### config.mk
export PLATFORM = sky130hd
export DESIGN_NAME = seg7_decoder
export DESIGN_NICKNAME = d
export VERILOG_FILES = /design/src/rtl/seg7_decoder.sv
export SDC_FILE = /design/constraint.sdc
export NUM_CORES = 1
export LEC_CHECK = 0
export BUFFER_PORTS_ARGS = -buffer_cell sky130_fd_sc_hd__buf_2
export CORE_MARGIN = 2
export CORE_UTILIZATION = 60
export CTS_CLUSTER_DIAMETER = 60
export DETAILED_ROUTE_END_ITERATION = 6
export GPL_TIMING_DRIVEN = 0
export PLACE_DENSITY = 0.84
export SETUP_SLACK_MARGIN = 0.4
export SYNTH_ARGS = -nofsm -noshare
export SYNTH_HDL_FRONTEND = slang
export SYNTH_SLANG_ARGS = --single-unit
### constraint.sdc
create_clock -name clk_2 -period 3.19 [get_ports clk_2]
set_input_delay 0.1595 -clock clk_2 [delete_from_list [all_inputs] [get_ports clk_2]]
set_output_delay 0.1595 -clock clk_2 [all_outputs]
set_load 0.01 [all_outputs]
### src/rtl/seg7_decoder.sv
// -----------------------------------------------------------------------------
// seg7_decoder
//
// Receive-side counterpart of the board's 7-segment character encoder. A raw
// segment pattern is debounced, decoded back to its 6-bit character code
// (hex table or letter table) and queued in a small FIFO with a valid/ready
// handshake. Patterns that match no table entry are reported and counted.
//
// Code space:
//   0..15   hex digits 0-F                (mode = 0)
//   16..41  letters A b C c d E F g H h I i J L n O o P q r S t U u y deg
//                                         (mode = 1)
//   62      dash (7'h40), either mode
//   63      unknown pattern, either mode
//
// Ports:
//   clk_2       in   1          system clock (only clock)
//   reset_n     in   1          synchronous active-low reset
//   seg_in      in   7          segment pattern {g,f,e,d,c,b,a}, 1 = lit
//   mode        in   1          0 = hex table, 1 = letter table (sampled at accept)
//   code_out    out  6          FIFO head code, 0 when empty
//   code_valid  out  1          FIFO non-empty
//   code_ready  in   1          consumer pop strobe
//   err         out  1          one-cycle pulse when an unknown pattern is accepted
//   err_cnt     out  ERR_W      saturating count of unknown patterns
//   overflow    out  1          sticky: a push was dropped because the FIFO was full
//   fifo_count  out  clog2(D)+1 FIFO occupancy
//
// Optional build macro SEG7_GRADE_DECODE_EN adds:
//   grade_mode  in   1          1 = decode accepted pattern as a grade class
//   grade_out   out  2          last grade class (1 fail, 2 final exam, 3 approved)
// In grade mode nothing is pushed to the FIFO; unknown grades pulse err.
// -----------------------------------------------------------------------------
module seg7_decoder #(
    parameter int STABLE_CYCLES = 4,
    parameter int FIFO_DEPTH    = 4,
    parameter int ERR_W         = 8
) (
    input  logic                          clk_2,
    input  logic                          reset_n,
    input  logic [6:0]                    seg_in,
    input  logic                          mode,
`ifdef SEG7_GRADE_DECODE_EN
    input  logic                          grade_mode,
    output logic [1:0]                    grade_out,
`endif
    output logic [5:0]                    code_out,
    output logic                          code_valid,
    input  logic                          code_ready,
    output logic                          err,
    output logic [ERR_W-1:0]              err_cnt,
    output logic                          overflow,
    output logic [$clog2(FIFO_DEPTH):0]   fifo_count
);

    localparam int PTR_W  = $clog2(FIFO_DEPTH);
    localparam int CNT_W  = PTR_W + 1;
    localparam int STAB_W = $clog2(STABLE_CYCLES);

    localparam logic [STAB_W-1:0] STAB_ACCEPT = STAB_W'(STABLE_CYCLES - 2);
    localparam logic [STAB_W-1:0] STAB_MAX    = STAB_W'(STABLE_CYCLES - 1);
    localparam logic [CNT_W-1:0]  CNT_FULL    = CNT_W'(FIFO_DEPTH);
    localparam logic [ERR_W-1:0]  ERR_MAX     = '1;

    localparam logic [5:0] CODE_DASH    = 6'd62;
    localparam logic [5:0] CODE_UNKNOWN = 6'd63;

    // -------------------------------------------------------------------------
    // Decode tables
    // -------------------------------------------------------------------------
    function automatic logic [5:0] decode_hex(input logic [6:0] seg);
        case (seg)
            7'h3F:   decode_hex = 6'd0;
            7'h06:   decode_hex = 6'd1;
            7'h5B:   decode_hex = 6'd2;
            7'h4F:   decode_hex = 6'd3;
            7'h66:   decode_hex = 6'd4;
            7'h6D:   decode_hex = 6'd5;
            7'h7D:   decode_hex = 6'd6;
            7'h07:   decode_hex = 6'd7;
            7'h7F:   decode_hex = 6'd8;
            7'h6F:   decode_hex = 6'd9;
            7'h77:   decode_hex = 6'd10;
            7'h7C:   decode_hex = 6'd11;
            7'h39:   decode_hex = 6'd12;
            7'h5E:   decode_hex = 6'd13;
            7'h79:   decode_hex = 6'd14;
            7'h71:   decode_hex = 6'd15;
            default: decode_hex = CODE_UNKNOWN;
        endcase
    endfunction

    function automatic logic [5:0] decode_letter(input logic [6:0] seg);
        case (seg)
            7'h77:   decode_letter = 6'd16;  // A
            7'h7C:   decode_letter = 6'd17;  // b
            7'h39:   decode_letter = 6'd18;  // C
            7'h58:   decode_letter = 6'd19;  // c
            7'h5E:   decode_letter = 6'd20;  // d
            7'h79:   decode_letter = 6'd21;  // E
            7'h71:   decode_letter = 6'd22;  // F
            7'h6F:   decode_letter = 6'd23;  // g
            7'h76:   decode_letter = 6'd24;  // H
            7'h74:   decode_letter = 6'd25;  // h
            7'h06:   decode_letter = 6'd26;  // I
            7'h04:   decode_letter = 6'd27;  // i
            7'h1E:   decode_letter = 6'd28;  // J
            7'h38:   decode_letter = 6'd29;  // L
            7'h54:   decode_letter = 6'd30;  // n
            7'h3F:   decode_letter = 6'd31;  // O
            7'h5C:   decode_letter = 6'd32;  // o
            7'h73:   decode_letter = 6'd33;  // P
            7'h67:   decode_letter = 6'd34;  // q
            7'h50:   decode_letter = 6'd35;  // r
            7'h6D:   decode_letter = 6'd36;  // S
            7'h78:   decode_letter = 6'd37;  // t
            7'h3E:   decode_letter = 6'd38;  // U
            7'h1C:   decode_letter = 6'd39;  // u
            7'h6E:   decode_letter = 6'd40;  // y
            7'h63:   decode_letter = 6'd41;  // degree sign
            default: decode_letter = CODE_UNKNOWN;
        endcase
    endfunction

    // Dash is shared by both tables, so it is checked before the mode split.
    function automatic logic [5:0] decode_char(input logic [6:0] seg, input logic letter);
        if (seg == 7'h40)
            decode_char = CODE_DASH;
        else if (letter)
            decode_char = decode_letter(seg);
        else
            decode_char = decode_hex(seg);
    endfunction

`ifdef SEG7_GRADE_DECODE_EN
    // Grade class 0 doubles as "unknown".
    function automatic logic [1:0] decode_grade(input logic [6:0] seg);
        case (seg)
            7'h3F:   decode_grade = 2'd1;
            7'h71:   decode_grade = 2'd2;
            7'h77:   decode_grade = 2'd3;
            default: decode_grade = 2'd0;
        endcase
    endfunction
`endif

    // -------------------------------------------------------------------------
    // State
    // -------------------------------------------------------------------------
    logic [6:0]        seg_q;
    logic [STAB_W-1:0] stab_cnt;
    logic [6:0]        last_accepted;

    logic [5:0]        fifo_mem [FIFO_DEPTH];
    logic [PTR_W-1:0]  wr_ptr;
    logic [PTR_W-1:0]  rd_ptr;
    logic [CNT_W-1:0]  count;

    // -------------------------------------------------------------------------
    // Stage p0: stability check, accept and decode (combinational on seg_in)
    // -------------------------------------------------------------------------
    logic       stable_p0;
    logic       accept_p0;
    logic       blank_p0;
    logic       grade_sel_p0;
    logic [5:0] code_p0;
    logic       unknown_p0;
    logic       push_p0;
    logic       pop_p0;
    logic       full_p0;
    logic       do_push_p0;
    logic       drop_p0;
`ifdef SEG7_GRADE_DECODE_EN
    logic [1:0] grade_p0;
`endif

    always_comb begin
        stable_p0    = (seg_in == seg_q);
        // The counter saturates one above the accept value, so a pattern held
        // indefinitely accepts exactly once.
        accept_p0    = stable_p0 && (stab_cnt == STAB_ACCEPT) && (seg_in != last_accepted);
        blank_p0     = (seg_in == 7'h00);
        code_p0      = decode_char(seg_in, mode);
        grade_sel_p0 = 1'b0;
`ifdef SEG7_GRADE_DECODE_EN
        grade_p0     = decode_grade(seg_in);
        grade_sel_p0 = grade_mode;
`endif

        unknown_p0 = 1'b0;
        if (accept_p0 && !blank_p0) begin
`ifdef SEG7_GRADE_DECODE_EN
            if (grade_sel_p0)
                unknown_p0 = (grade_p0 == 2'd0);
            else
                unknown_p0 = (code_p0 == CODE_UNKNOWN);
`else
            unknown_p0 = (code_p0 == CODE_UNKNOWN);
`endif
        end

        // Blank only re-arms last_accepted; it never produces a code.
        push_p0    = accept_p0 && !blank_p0 && !grade_sel_p0;
        pop_p0     = (count != '0) && code_ready;
        full_p0    = (count == CNT_FULL);
        // A pop on the same edge frees the slot the push needs.
        do_push_p0 = push_p0 && (!full_p0 || pop_p0);
        drop_p0    = push_p0 && full_p0 && !pop_p0;
    end

    // -------------------------------------------------------------------------
    // Stage p1: registered control state
    // -------------------------------------------------------------------------
    always_ff @(posedge clk_2) begin
        if (!reset_n) begin
            seg_q         <= '0;
            stab_cnt      <= '0;
            last_accepted <= '0;
            wr_ptr        <= '0;
            rd_ptr        <= '0;
            count         <= '0;
            err           <= 1'b0;
            err_cnt       <= '0;
            overflow      <= 1'b0;
`ifdef SEG7_GRADE_DECODE_EN
            grade_out     <= 2'd0;
`endif
        end else begin
            seg_q <= seg_in;

            if (!stable_p0)
                stab_cnt <= '0;
            else if (stab_cnt != STAB_MAX)
                stab_cnt <= stab_cnt + STAB_W'(1);

            if (accept_p0)
                last_accepted <= seg_in;

            err <= unknown_p0;
            if (unknown_p0 && (err_cnt != ERR_MAX))
                err_cnt <= err_cnt + ERR_W'(1);

            if (drop_p0)
                overflow <= 1'b1;

            if (do_push_p0)
                wr_ptr <= wr_ptr + PTR_W'(1);
            if (pop_p0)
                rd_ptr <= rd_ptr + PTR_W'(1);

            case ({do_push_p0, pop_p0})
                2'b10:   count <= count + CNT_W'(1);
                2'b01:   count <= count - CNT_W'(1);
                default: count <= count;
            endcase

`ifdef SEG7_GRADE_DECODE_EN
            if (accept_p0 && !blank_p0 && grade_sel_p0)
                grade_out <= grade_p0;
`endif
        end
    end

    // FIFO storage carries data only; occupancy gates what is visible.
    always_ff @(posedge clk_2) begin
        if (do_push_p0)
            fifo_mem[wr_ptr] <= code_p0;
    end

    // -------------------------------------------------------------------------
    // Outputs
    // -------------------------------------------------------------------------
    assign code_valid = (count != '0);
    assign code_out   = code_valid ? fifo_mem[rd_ptr] : 6'd0;
    assign fifo_count = count;

endmodule

# Word-level counts from Yosys, hierarchy flattened
# Memories as Yosys holds them, arrays and structs flattened. A register that Yosys moved wholly into a read port is not among the register bits.
# Cells that the tools add are included.
[classes] add_sub_neg=6 n_eq_ne=26 muxes=10 n_reduce_logical=16
[op_table] op="$pmux W6 S16" count=1
[op_table] op="$eq A7 B7 Y1 const B" count=13
[op_table] op="$mux W6" count=3
[op_table] op="$eq A7 B3 Y1 const B" count=2
[op_table] op="$eq A7 B6 Y1 const B" count=2
[op_table] op="$add A8 B1 Y8 const B" count=1
[op_table] op="$logic_and A1 B1 Y1" count=8
[op_table] op="$ne A8 B8 Y1 const B" count=1
[op_table] op="$eq A7 B7 Y1" count=1
[op_table] op="$logic_not A7 Y1" count=1
[op_table] op="$ne A7 B7 Y1" count=1
[op_table] op="$add A2 B1 Y2 const B" count=3
[op_table] op="$eq A6 B6 Y1 const B" count=1
[op_table] op="$pmux W3 S2" count=1
[op_table] op="$eq A2 B2 Y1 const B" count=2
[op_table] op="$mux W2" count=2
[op_table] op="$add A3 B1 Y3 const B" count=1
[op_table] op="$eq A3 B3 Y1 const B" count=1
[op_table] op="$logic_not A1 Y1" count=3
[op_table] op="$mux W1" count=3
[op_table] op="$reduce_bool A3 Y1" count=1
[op_table] op="$sub A3 B1 Y3 const B" count=1
[op_table] op="$eq A2 B1 Y1 const B" count=1
[op_table] op="$ne A2 B2 Y1 const B" count=1
[op_table] op="other kinds (3)" count=3
[word_totals] reg_bits=33 ramBits=24 mem_bits_ro=768 input_bits=11 out_inout_bits=20 elab_cells=69 memories=2
[mem_list] name="(no name shown)" depth=128 width=6 read_ports=1 rd_clocked_by_memory_dff=0 write_ports=0 line="94" rtl="case (seg)"
[mem_list] name="fifo_mem" depth=4 width=6 read_ports=1 rd_clocked_by_memory_dff=1 write_ports=1 line="154" rtl="logic [5:0] fifo_mem [FIFO_DEPTH];"

# Longest topological paths before layout
[logic_depth] word_depth=7 depth_mapped=13

# Worst setup path after synthesis
# No wires, ideal clock.
[synth_timing] kind="input to register" start="in seg_in[1]" end="reg err_cnt[5]" setup_ps=70 t_arrival_ps=2831 t_required_ps=3120 slack_ps=290 stages=13 n_path_buf=3 cell_sequence="clkbuf_1 inv_1 ha_1 buf_2 nand2_1 a311oi_1 or4_4 or2_4 a31oi_4 nand4_4 buf_6 or3_1 a21oi_1"
[synth_between] elab_chain_len=7 elab_cells_between_ends=31 classes_between="eq/ne (20); mux (4); reduce/logical (6); memory (1)"
[synth_rtl] item="start, declared" line="41" rtl="input logic [6:0] seg_in,"
[synth_rtl] item="branches (longest 3 deep; another with $mem_v2 Z128 W6)"
[synth_rtl] item="$mux W6 *" line="127" rtl="if (seg == 7'h40)"
[synth_rtl] item="named net code_p0[0]" line="166" rtl="logic [5:0] code_p0;"
[synth_rtl] item="$eq A6 B6 Y1 *" line="198" rtl="unknown_p0 = (code_p0 == CODE_UNKNOWN);"
[synth_rtl] item="$mux W1 *" line="191" rtl="if (accept_p0 && !blank_p0) begin"
[synth_rtl] item="$logic_and A1 B1 Y1 *" line="240" rtl="if (unknown_p0 && (err_cnt != ERR_MAX))"
[synth_rtl] item="end signal, assigned" line="241" rtl="err_cnt <= err_cnt + ERR_W'(1);"
[synth_rtl] item="end, declared" line="51" rtl="output logic [ERR_W-1:0] err_cnt,"
# Mark *: on every way through the listed nets, which the timed path passes.
# A chain may end at the register's enable or synchronous reset.

# Final worst setup path
[layout_timing] start="in seg_in[4]" end="reg err_cnt[5]"
# Same word-level chain as after synthesis.

==> impl_metrics.toml <==
[critical_path]
worstPathRequired_ns = 3.45
cp_max_fo = 10
cp-start-kind = "primary input"
crit_path_end_kind = "flop"
critical_path_arrival_ns = 2.95
path_class = "in -> reg"

[sta]
tightestPinTransition_ns = 0.799
slew_violations = 0
fin_crit_sh_pct = 84.4
fin_setup_tns_ns = 0
period_needed_ns = 2.69
finalSetupViolCount = 0
hold_viol = 0
skew_ns = 0.0202
max-slew-margin-rel_pct = 46.1
rsz0062_at_grt = "yes"
max_freq_ghz = 0.371

[status]
outcome = "completed"

[placement]
io_buffers = 27
gp_congestion = 0.987
dpl.hpwl_um = 6280
dpl-instance-area_um2 = 3890

[logic_synthesis]
synth_area_per_cell_um2 = 9.41
ys.warnings.count = 0
synth_commonest_cells = "nor2_1 (38), dfxtp_1 (35), nand2_1 (35)"
synth_area_leader_cell = "edfxtp_1"
yosysMostFrequentCell = "nor2_1"
synth_top_area_share_pct = 19.7
ys_dominant_reg_cell = "dfxtp_1"
synthArstFlopShare_pct = 0
synth_cell_types = 68
synth.area.top_cells = "edfxtp_1 (20%), dfxtp_1 (19%), mux2i_1 (4.1%), nor2_1 (3.9%), ha_1 (3.8%)"
yosysSeqAreaShare_pct = 38.8
synth_edf_count = 24
syn-num-nets = 412
netlist_instances = 389
netlist_area_um2 = 3660
synth-seq-cells = 59

[hold_path]
hold_class = "in -> reg"

[route]
ant_nets = 0
drc = 0
vias = 3178
dr.pass1.iters = 4
avgRoutedWirePerCell_um = 16.9
wl_um = 8670
drt_iter0_markers = 201
vias_per_cell = 6.18

[clocking]
clock-root-buffer = "clkbuf_8"
hold_buffers = 0
clkTransAtPathRegs_ns = 0.07
clk_latency_ns = 0.34
numCtsBuffers = 9
numClockSinks = 59
cts_tree = "done"
htree_levels = 3
cts_buffer_depth = 2

[grt]
met2_usage_pct = 44.8
gr-usage-met3_pct = 4.89
grt_max_degree = 13
track_usage_pct = 27.3
grt_pass1_wl_um = 14100
first_global_vias = 2961
use_met1_pct = 35.3
top_usage_layer = "met2"
antenna_found_initial = 0
grt_overflow = 0

[cells_and_area]
fillCellCount = 441
nNetsFinal = 457
stdcell_area_um2 = 4170
diodes = 0
area.growth.synth_to_final_pct = 13.9
drive_above_1_share_pct = 21.4

[floorplanning]
initial_utilization_pct = 61.9
fp.dieW_um = 82.1
core_area_um2 = 5920
die_h_um = 82.1
die_area_um2 = 6740
rows = 28
io-pin-count = 31

[power]
vdd_ir_drop_max_mv = 0.275
powerDensity_nw_per_um2 = 384
finalPower_mw = 1.60
leakage_nw = 1.57

[run]
cap_violations = 0
==> worst max-delay path, cell delays in order <==
cell and delay, ns:
buf_2 0.09, buf_2 0.23, buf_6 0.17, clkbuf_1 0.50, nor4_1 0.14, o31ai_1 0.41, o211ai_1 0.22, a31oi_4 0.22
nand4_4 0.14, buf_6 0.17, or3_1 0.34, a21oi_1 0.16
==> flip-flops by register name, summed over array words and instances, names as in the netlist, named ones only <==
register,cells
fifo_count,3
seg_q,7
rd_ptr,2
fifo_mem,24
wr_ptr,2
stab_cnt,2
overflow,1
last_accepted,7
err,1
err_cnt,8
==> per-layer routing <==
layer	up-vias	wire [µm]	part of all wire (%)
met5	-	0	0
met4	0	204	2.4
met3	27	690	8.0
met2	164	4190	48
met1	1490	3590	41
li1	1497	-	-
==> path summary, 6_finish.rpt <==
path,endpoint,slack (ns),depth (start not counted),startpoint
max,err_cnt[5],0.50,12,seg_in[4]
min,err_cnt[0],0.1,3,reset_n
max reg2reg,fifo_count[2],0.53,11,last_accepted[2]
min reg2reg,overflow,0.49,2,overflow
==> report_power, final <==
part,switching [mW],leakage (nW),internal (mW)
clock network,0.310,0.0874,0.288
logic,0.129,0.981,0.0780
registers,0.00218,0.506,0.792
==> cells by family after synthesis <==
family	Yosys count	share of synthesized area, %
AND/OR/NAND/NOR	159	22.7
multiplexers	23	8.40
buffers and inverters	45	6.56
adder cells (fa/ha/maj)	12	4.30
flip-flops	59	38.8
AO/OA/AOI/OAI	70	14.2
XOR/XNOR	21	5.02
==> timing repair <==
item,4_1_cts,5_1_grt
gates cloned,0,0
setup buffers,3,4
pin swaps,3,6
resized for setup,7,13
hold endpoints to repair,0,0
endpoints found under the setup margin,9,34
==> stage by stage <==
stage	util [%]	setup WS (ns)	std cells	hold slack [ns]
floorplan	-	0.412	389	0.315
detailed placement	65.8	-0.144	491	0.456
finish	70.4	0.497	514	0.0988
CTS	69.5	0.380	510	0.0960
global route	70.4	0.375	514	0.106
global placement	65.8	-0.130	491	0.446
==> layout make-up <==
| type | count | area [µm²] | share of cell area (%) |
|---|---|---|---|
| plain buffers | 31 | 208 | 4.98 |
| well taps | 75 | 93.8 | 2.25 |
| multi-input cells | 285 | 2030 | 48.7 |
| flip-flops and latches | 59 | 1420 | 34.1 |
| inverters | 14 | 52.6 | 1.26 |
| clock inverters | 6 | 48.8 | 1.17 |
| clock buffers | 10 | 128 | 3.06 |
| repair buffers | 34 | 188 | 4.50 |
==> cells in the final DEF, fill, tap and decap left out, types with 7 or more instances in the layout <==
| cell type | count |
|---|---|
| nor2_1 | 38 |
| dfxtp_1 | 35 |
| buf_2 | 33 |
| nand2_1 | 33 |
| edfxtp_1 | 24 |
| a21oi_1 | 15 |
| mux2i_1 | 15 |
| buf_4 | 13 |
| nand3_1 | 13 |
| and2_1 | 13 |
| o21ai_0 | 12 |
| inv_1 | 11 |
| xnor2_1 | 11 |
| ha_1 | 11 |
| clkbuf_1 | 10 |
| xor2_1 | 10 |
| clkbuf_8 | 9 |
| buf_6 | 8 |
| and3_1 | 8 |
| nor3_1 | 8 |
| nand2b_1 | 7 |
Note: power is estimated with default switching activity, not from simulation.
